**config.mk**
```make
export PLATFORM = sky130hd
export DESIGN_NAME = tx_logic
export DESIGN_NICKNAME = d
export VERILOG_FILES = /design/src/rtl/ssp_pkg.sv /design/src/rtl/ssp_clk_gen.sv /design/src/rtl/tx_logic.sv
export SDC_FILE = /design/constraint.sdc
export NUM_CORES = 1
export LEC_CHECK = 0
export CAP_MARGIN = 20
export CELL_PAD_IN_SITES_DETAIL_PLACEMENT = 0
export CELL_PAD_IN_SITES_GLOBAL_PLACEMENT = 1
export CORE_AREA = 2 2 49 51
export CTS_BUF_LIST = sky130_fd_sc_hd__clkbuf_8
export DETAILED_ROUTE_END_ITERATION = 7
export DIE_AREA = 0 0 51 53
export PLACE_DENSITY = 0.77
export SYNTH_ARGS = -nofsm -noshare
export SYNTH_HDL_FRONTEND = slang
export SYNTH_HIERARCHICAL = 1
export SYNTH_SLANG_ARGS = --single-unit
export TNS_END_PERCENT = 50
```
**constraint.sdc**
```tcl
create_clock -name PCLK -period 2.1 [get_ports PCLK]
set_input_delay 0.525 -clock PCLK [delete_from_list [all_inputs] [get_ports PCLK]]
set_output_delay 0.525 -clock PCLK [all_outputs]
set_load 0.01 [all_outputs]
```
**src/rtl/ssp_pkg.sv**
```systemverilog
`default_nettype none
// ============================================================================
//  Module      : ssp_pkg
//  Description : Definitions shared by the SSP transmit and receive logic:
//                the serializer state encoding and the default frame width.
//  Revision    : 1.0 - initial release
// ============================================================================
package ssp_pkg;

    // Default serial frame length. It must match the FIFO word width.
    localparam int SSP_DATA_WIDTH = 8;

    // Serializer states.
    //   ST_IDLE  : line quiet, waiting for data in the TX FIFO
    //   ST_FRAME : frame-sync period ahead of the MSB
    //   ST_SHIFT : data bits are being driven
    typedef enum logic [1:0] {
        ST_IDLE  = 2'd0,
        ST_FRAME = 2'd1,
        ST_SHIFT = 2'd2
    } ssp_state_t;

endpackage : ssp_pkg
`default_nettype wire

```
**src/rtl/ssp_clk_gen.sv**
```systemverilog
`default_nettype none
// ============================================================================
//  Module      : ssp_clk_gen
//  Description : Serial clock generator. Produces SSPCLKOUT at clk/2 and the
//                edge strobes used by the serializer.
//  Ports       : clk  - system clock
//                rst  - asynchronous active-high reset
//                sclk - serial clock output (toggles on every clk edge)
//                tick - high when the next clk edge drives sclk 0->1
//                fall - high when the next clk edge drives sclk 1->0
//  Revision    : 1.0 - initial release
// ============================================================================
module ssp_clk_gen (
    input  logic clk,
    input  logic rst,
    output logic sclk,
    output logic tick,
    output logic fall
);

    always_ff @(posedge clk or posedge rst) begin
        if (rst) begin
            sclk <= 1'b0;
        end else begin
            sclk <= ~sclk;
        end
    end

    // The strobes describe the edge that is about to happen, so logic in the
    // same clock domain can act on "this edge is a tick" directly.
    assign tick = ~sclk;
    assign fall = sclk;

endmodule : ssp_clk_gen
`default_nettype wire

```
**src/rtl/tx_logic.sv**
```systemverilog
`default_nettype none
// ============================================================================
//  Module      : tx_logic
//  Description : SSP transmit serializer. Pops words from the TX FIFO and
//                shifts them out MSB-first with a one-period frame sync ahead
//                of each word. Back-to-back words are sent without gaps.
//  Ports       : PCLK          - system clock
//                CLEAR         - asynchronous active-high reset
//                tx_fifo_empty - TX FIFO has no data
//                TxData        - TX FIFO head word (show-ahead)
//                read_fifo     - single-cycle pop strobe to the TX FIFO
//                SSPCLKOUT     - serial clock, PCLK/2
//                SSPFSSOUT     - frame sync, one serial period before the MSB
//                SSPTXD        - serial data, MSB first
//                SSPOE_B       - active-low pad output enable
//  Revision    : 1.0 - initial release
// ============================================================================
module tx_logic
    import ssp_pkg::*;
#(
    parameter int DATA_WIDTH = SSP_DATA_WIDTH
) (
    input  logic                  PCLK,
    input  logic                  CLEAR,
    input  logic                  tx_fifo_empty,
    input  logic [DATA_WIDTH-1:0] TxData,
    output logic                  read_fifo,
    output logic                  SSPCLKOUT,
    output logic                  SSPFSSOUT,
    output logic                  SSPTXD,
    output logic                  SSPOE_B
);

    localparam int CNT_W = (DATA_WIDTH > 1) ? $clog2(DATA_WIDTH) : 1;

    // Count value while the LSB is on the line, and the value one bit earlier.
    localparam logic [CNT_W-1:0] C_LAST_CNT = CNT_W'(DATA_WIDTH - 1);
    localparam logic [CNT_W-1:0] C_PEN_CNT  = CNT_W'(DATA_WIDTH - 2);

    ssp_state_t            r_state;
    logic [CNT_W-1:0]      r_count;
    logic [DATA_WIDTH-1:0] r_shift;
    logic                  w_tick;
    logic                  w_fall;
    logic                  w_load;

    ssp_clk_gen u_clk_gen (
        .clk  (PCLK),
        .rst  (CLEAR),
        .sclk (SSPCLKOUT),
        .tick (w_tick),
        .fall (w_fall)
    );

    // A new word is loaded either at the end of the frame-sync period, or at
    // the end of an LSB period during which frame sync was raised because
    // more data was already waiting (continuous mode).
    assign w_load = w_tick &&
                    ((r_state == ST_FRAME) ||
                     ((r_state == ST_SHIFT) && (r_count == C_LAST_CNT) && SSPFSSOUT));

    always_ff @(posedge PCLK or posedge CLEAR) begin
        if (CLEAR) begin
            r_state   <= ST_IDLE;
            r_count   <= '0;
            r_shift   <= '0;
            read_fifo <= 1'b0;
            SSPFSSOUT <= 1'b0;
            SSPTXD    <= 1'b0;
            SSPOE_B   <= 1'b1;
        end else begin
            read_fifo <= 1'b0;

            // Output enable moves on falls only: it opens half a period into
            // the frame-sync period and closes half a period after the last
            // LSB. During continuous mode the state never returns to idle, so
            // the pad stays enabled across word boundaries.
            if (w_fall) begin
                if (SSPFSSOUT) begin
                    SSPOE_B <= 1'b0;
                end else if (r_state == ST_IDLE) begin
                    SSPOE_B <= 1'b1;
                end
            end

            if (w_load) begin
                // The head word is consumed here; the FIFO pops on the
                // following fall edge while read_fifo is high.
                SSPFSSOUT <= 1'b0;
                SSPTXD    <= TxData[DATA_WIDTH-1];
                r_shift   <= TxData << 1;
                r_count   <= '0;
                read_fifo <= 1'b1;
                r_state   <= ST_SHIFT;
            end else if (w_tick) begin
                case (r_state)
                    ST_IDLE: begin
                        SSPTXD <= 1'b0;
                        if (!tx_fifo_empty) begin
                            SSPFSSOUT <= 1'b1;
                            r_state   <= ST_FRAME;
                        end
                    end

                    ST_SHIFT: begin
                        if (r_count == C_LAST_CNT) begin
                            // LSB period over with nothing queued behind it.
                            SSPTXD  <= 1'b0;
                            r_state <= ST_IDLE;
                        end else begin
                            SSPTXD  <= r_shift[DATA_WIDTH-1];
                            r_shift <= r_shift << 1;
                            r_count <= r_count + 1'b1;
                            // Driving the LSB now: announce the next word so
                            // its frame sync overlaps this LSB period.
                            if ((r_count == C_PEN_CNT) && !tx_fifo_empty) begin
                                SSPFSSOUT <= 1'b1;
                            end
                        end
                    end

                    default: begin
                        r_state <= ST_IDLE;
                    end
                endcase
            end
        end
    end

endmodule : tx_logic
`default_nettype wire

```
==> results of run 1 <==
==> cells in the mapped netlist (all sizes together) <==
master	instances	area share (%)
nor2b	3	2.2
a2bb2oi	1	1.0
nand2	3	1.3
or3b	1	1.0
nand2b	1	0.72
dfstp	1	3.0
a221o	5	5.8
o311ai	1	1.0
dfrtp	16	46
a21oi	3	1.7
a21boi	1	0.86
nor4bb	1	1.2
o21a	1	0.86
nor3	2	1.2
inv	6	2.6
and4bb	1	1.4
buf	5	5.3
nor2	3	1.3
o21ai	2	1.2
and2	5	3.6
ha	3	4.3
and4b	1	1.2
mux2	6	8.2
or4b	1	1.2
a31oi	1	0.72
o32a	1	1.2
==> sequential cells by signal, summed over array words and instances, names as in the netlist <==
signal and flops:
read_fifo 1, SSPFSSOUT 1, SSPOE_B 1, r_shift 7, r_count 3, u_clk_gen/fall 1, SSPTXD 1, r_state 2
==> stage by stage <==
| step | cells | worst slack [ps] | instance area, um^2 | utilization [%] |
|---|---|---|---|---|
| final | 119 | 251.0 | 1067 | 49.68 |
| after global routing | 119 | 146.6 | 1067 | 49.68 |
| after CTS | 119 | 228.9 | 1067 | 49.68 |
| after detailed placement | 115 | 245.9 | 1022 | 47.58 |
| after global placement | 115 | 229.6 | 1022 | 47.58 |
| after floorplan | 75 | 275.2 | 868.3 | - |
==> power groups by stage <==
stage | Clock (W) | Sequential [W] | Combinational, W
after floorplan | 0 | 0.000518 | 0.000253
final | 0.000241 | 0.000536 | 0.000331
after CTS | 0.000248 | 0.000538 | 0.000337
after detailed placement | 0 | 0.000544 | 0.000335
after global placement | 0 | 0.000542 | 0.000331
after global routing | 0.000267 | 0.000551 | 0.000382
==> kinds of logic (layout without fill, tap and decap cells) <==
logic type,count (synthesis),after routing,synth area share [%]
adders and majority gates,3,3,4.323
buffers and inverters,11,27,7.924
muxes,6,6,8.212
and+or+nand+nor,22,22,16.14
DFF,17,17,49.14
AOI/OAI and AO/OA,16,16,14.27
==> layer usage <==
| layer | wire length [um] | vias to the layer above | part of all wire, % | GRT usage [%] |
|---|---|---|---|---|
| met4 | 29 | 0 | 1.9 | 8.108 |
| met5 | 0 | - | 0 | 0 |
| met1 | 735 | 285 | 49 | 16.79 |
| met2 | 652 | 16 | 44 | 22.29 |
| li1 | - | 299 | - | - |
| met3 | 71 | 4 | 4.8 | 2.825 |
==> final cells by class <==
type | count | area share (%)
Clock buffer | 3 | 3.869
Timing Repair Buffer | 17 | 15.47
Multi-Input combinational cell | 47 | 34.94
Sequential cell | 17 | 39.98
Tap cell | 28 | 3.283
Inverter | 6 | 2.110
Clock inverter | 1 | 0.3517
==> worst register-to-register path, cell delays in order, from the launching register on <==
cell and delay [ps]:
dfrtp_1 400, ha_1 200, ha_1 210, nor2b_1 150, o32a_1 430, mux2_1 340
==> final timing paths <==
| check | from | end | slack (ps) | cells after the start |
|---|---|---|---|---|
| setup / recovery | r_count[0]$_DFFE_PP0P_ | r_count[1]$_DFFE_PP0P_ | 250 | 5 |
| hold / removal | CLEAR | u_clk_gen/fall$_DFF_PP0_ | 430 | 2 |
| setup reg to reg | r_count[0]$_DFFE_PP0P_ | r_count[1]$_DFFE_PP0P_ | 250 | 5 |
| hold reg to reg | u_clk_gen/fall$_DFF_PP0_ | SSPOE_B$_DFFE_PP1P_ | 460 | 1 |
| max in group asynchronous | CLEAR | r_count[0]$_DFFE_PP0P_ | 1030 | 2 |
| min in group PCLK | u_clk_gen/fall$_DFF_PP0_ | SSPOE_B$_DFFE_PP1P_ | 460 | 1 |
==> flow_summary.yaml, run 1 <==
cells_and_area:
  multi_input_area_um2: 372.9
  seq_area_um2: 426.7
  nNetsFinal: 106
  layout_common_cells: "dfrtp_1 (16), clkdlybuf4s50_1 (15), inv_1 (7)"
  final_common_cell: "dfrtp_1"
  fillers: 200
  syn_to_final_growth_pct: 22.91
  antenna_cells: 0
  drive_gt1_share_pct: 13.19
setup_path:
  crit_path_start_kind: "flip-flop"
  worstPathArrival_ps: 1980
  slowest_stage: "o32a_1"
  slowest_delay_ps: 430
  crit_buf_inv: 0
  path_cells: "ha_1, ha_1, nor2b_1, o32a_1, mux2_1"
  critical_path_class: "flip-flop to flip-flop"
  path_common_cell: "ha_1"
  cp_max_fo: 7
  endpoint_kind: "flip-flop"
  cp.required_ps: 2230
  critical_path.top_delay_family: "compound AO/OA/AOI/OAI gates"
floorplanning:
  start_util_pct: 40.42
  coreArea_mm2: 0.002148
  fp.dieW_um: 51
  io_pins: 16
  dieArea_mm2: 0.002703
  rows: 17
  die_y_um: 53
pwr:
  switching_share_pct: 29.20
  ir_drop_mv: 0.5660
  p_switching_w: 0.0003238
  clock_power_share_pct: 21.7
  power_w: 0.001109
  pwr-share-seq_pct: 48.4
  combPwrFrac_pct: 29.9
  powerDensity_mw_per_mm2: 1039
  intPower_w: 0.0007851
  p_leak_nw: 0.4846
placed_design:
  io_buffers: 15
  dp.final_hpwl_um: 1061
  finalWeightedCongestion: 0.7669
drt:
  drtIter0Drc: 7
  drt-pass1-iter-count: 4
  ant_nets: 0
  post_drt_wl_per_cell_um: 12.50
  vias: 604
  via_per_inst: 5.076
  drc: 0
  routed_wl_um: 1488
grt:
  grt_overflow_total: 0
  grt_max_degree: 17
  grt_pass1_wl_um: 2663
  antenna_found_initial: 0
  grt_pass1_vias: 604
  gr-usage-all-layers_pct: 13.72
yosys:
  ys_warn_count: 6
  ys_seq_area_share_pct: 49.14
  ys_seq_elements: 17
  synthDistinctLibCells: 30
  syn_area_per_cell_um2: 11.58
  mappedNetlistNets: 89
  synthCells: 75
  syn-cell-area_um2: 868.3
timing:
  tns_ps: 0
  final_hold_viol_count: 0
  worst_pin_slew_ps: 610.8
  max_slew_margin_pct: 59.24
  maxSlewViolCount: 0
  finalSetupViolCount: 0
  fmax_mhz: 540.8
  period_needed_ps: 1849
  fin_hold_ws_ps: 431.3
  finClkSkew_ps: 0.3719
  rsz0062_at_grt: "no"
  timing.final.crit_share_pct: 88.05
flow_run:
  cap_violations: 0
clocking:
  cts_tree: "done"
  cts_buffer_depth: 2
  cts_buffers: 3
  cts_setup_buffers: 0
  insertion_delay_ps: 250
  ctsRootBufferMaster: "clkbuf_8"
  hold_buffers: 0
  htreeDepth: 1
  clkSlewWorstSetupHoldPaths_ps: 70
  cts.repair.resized: 0
  cts.sinks: 17
hold_path:
  holdCritPathClass: "input port to async pin"
status:
  status: "completed"
Power figures use the tool's default switching activity.
==> run 2: changes to the inputs <==
--- a/config.mk
+++ b/config.mk
@@ -17,4 +17,4 @@
 export SYNTH_HDL_FRONTEND = slang
 export SYNTH_HIERARCHICAL = 1
 export SYNTH_SLANG_ARGS = --single-unit
-export TNS_END_PERCENT = 50
+export TNS_END_PERCENT = 30
==> results of run 2 <==
Final layout, timing and power as in run 1 (identical DEF).
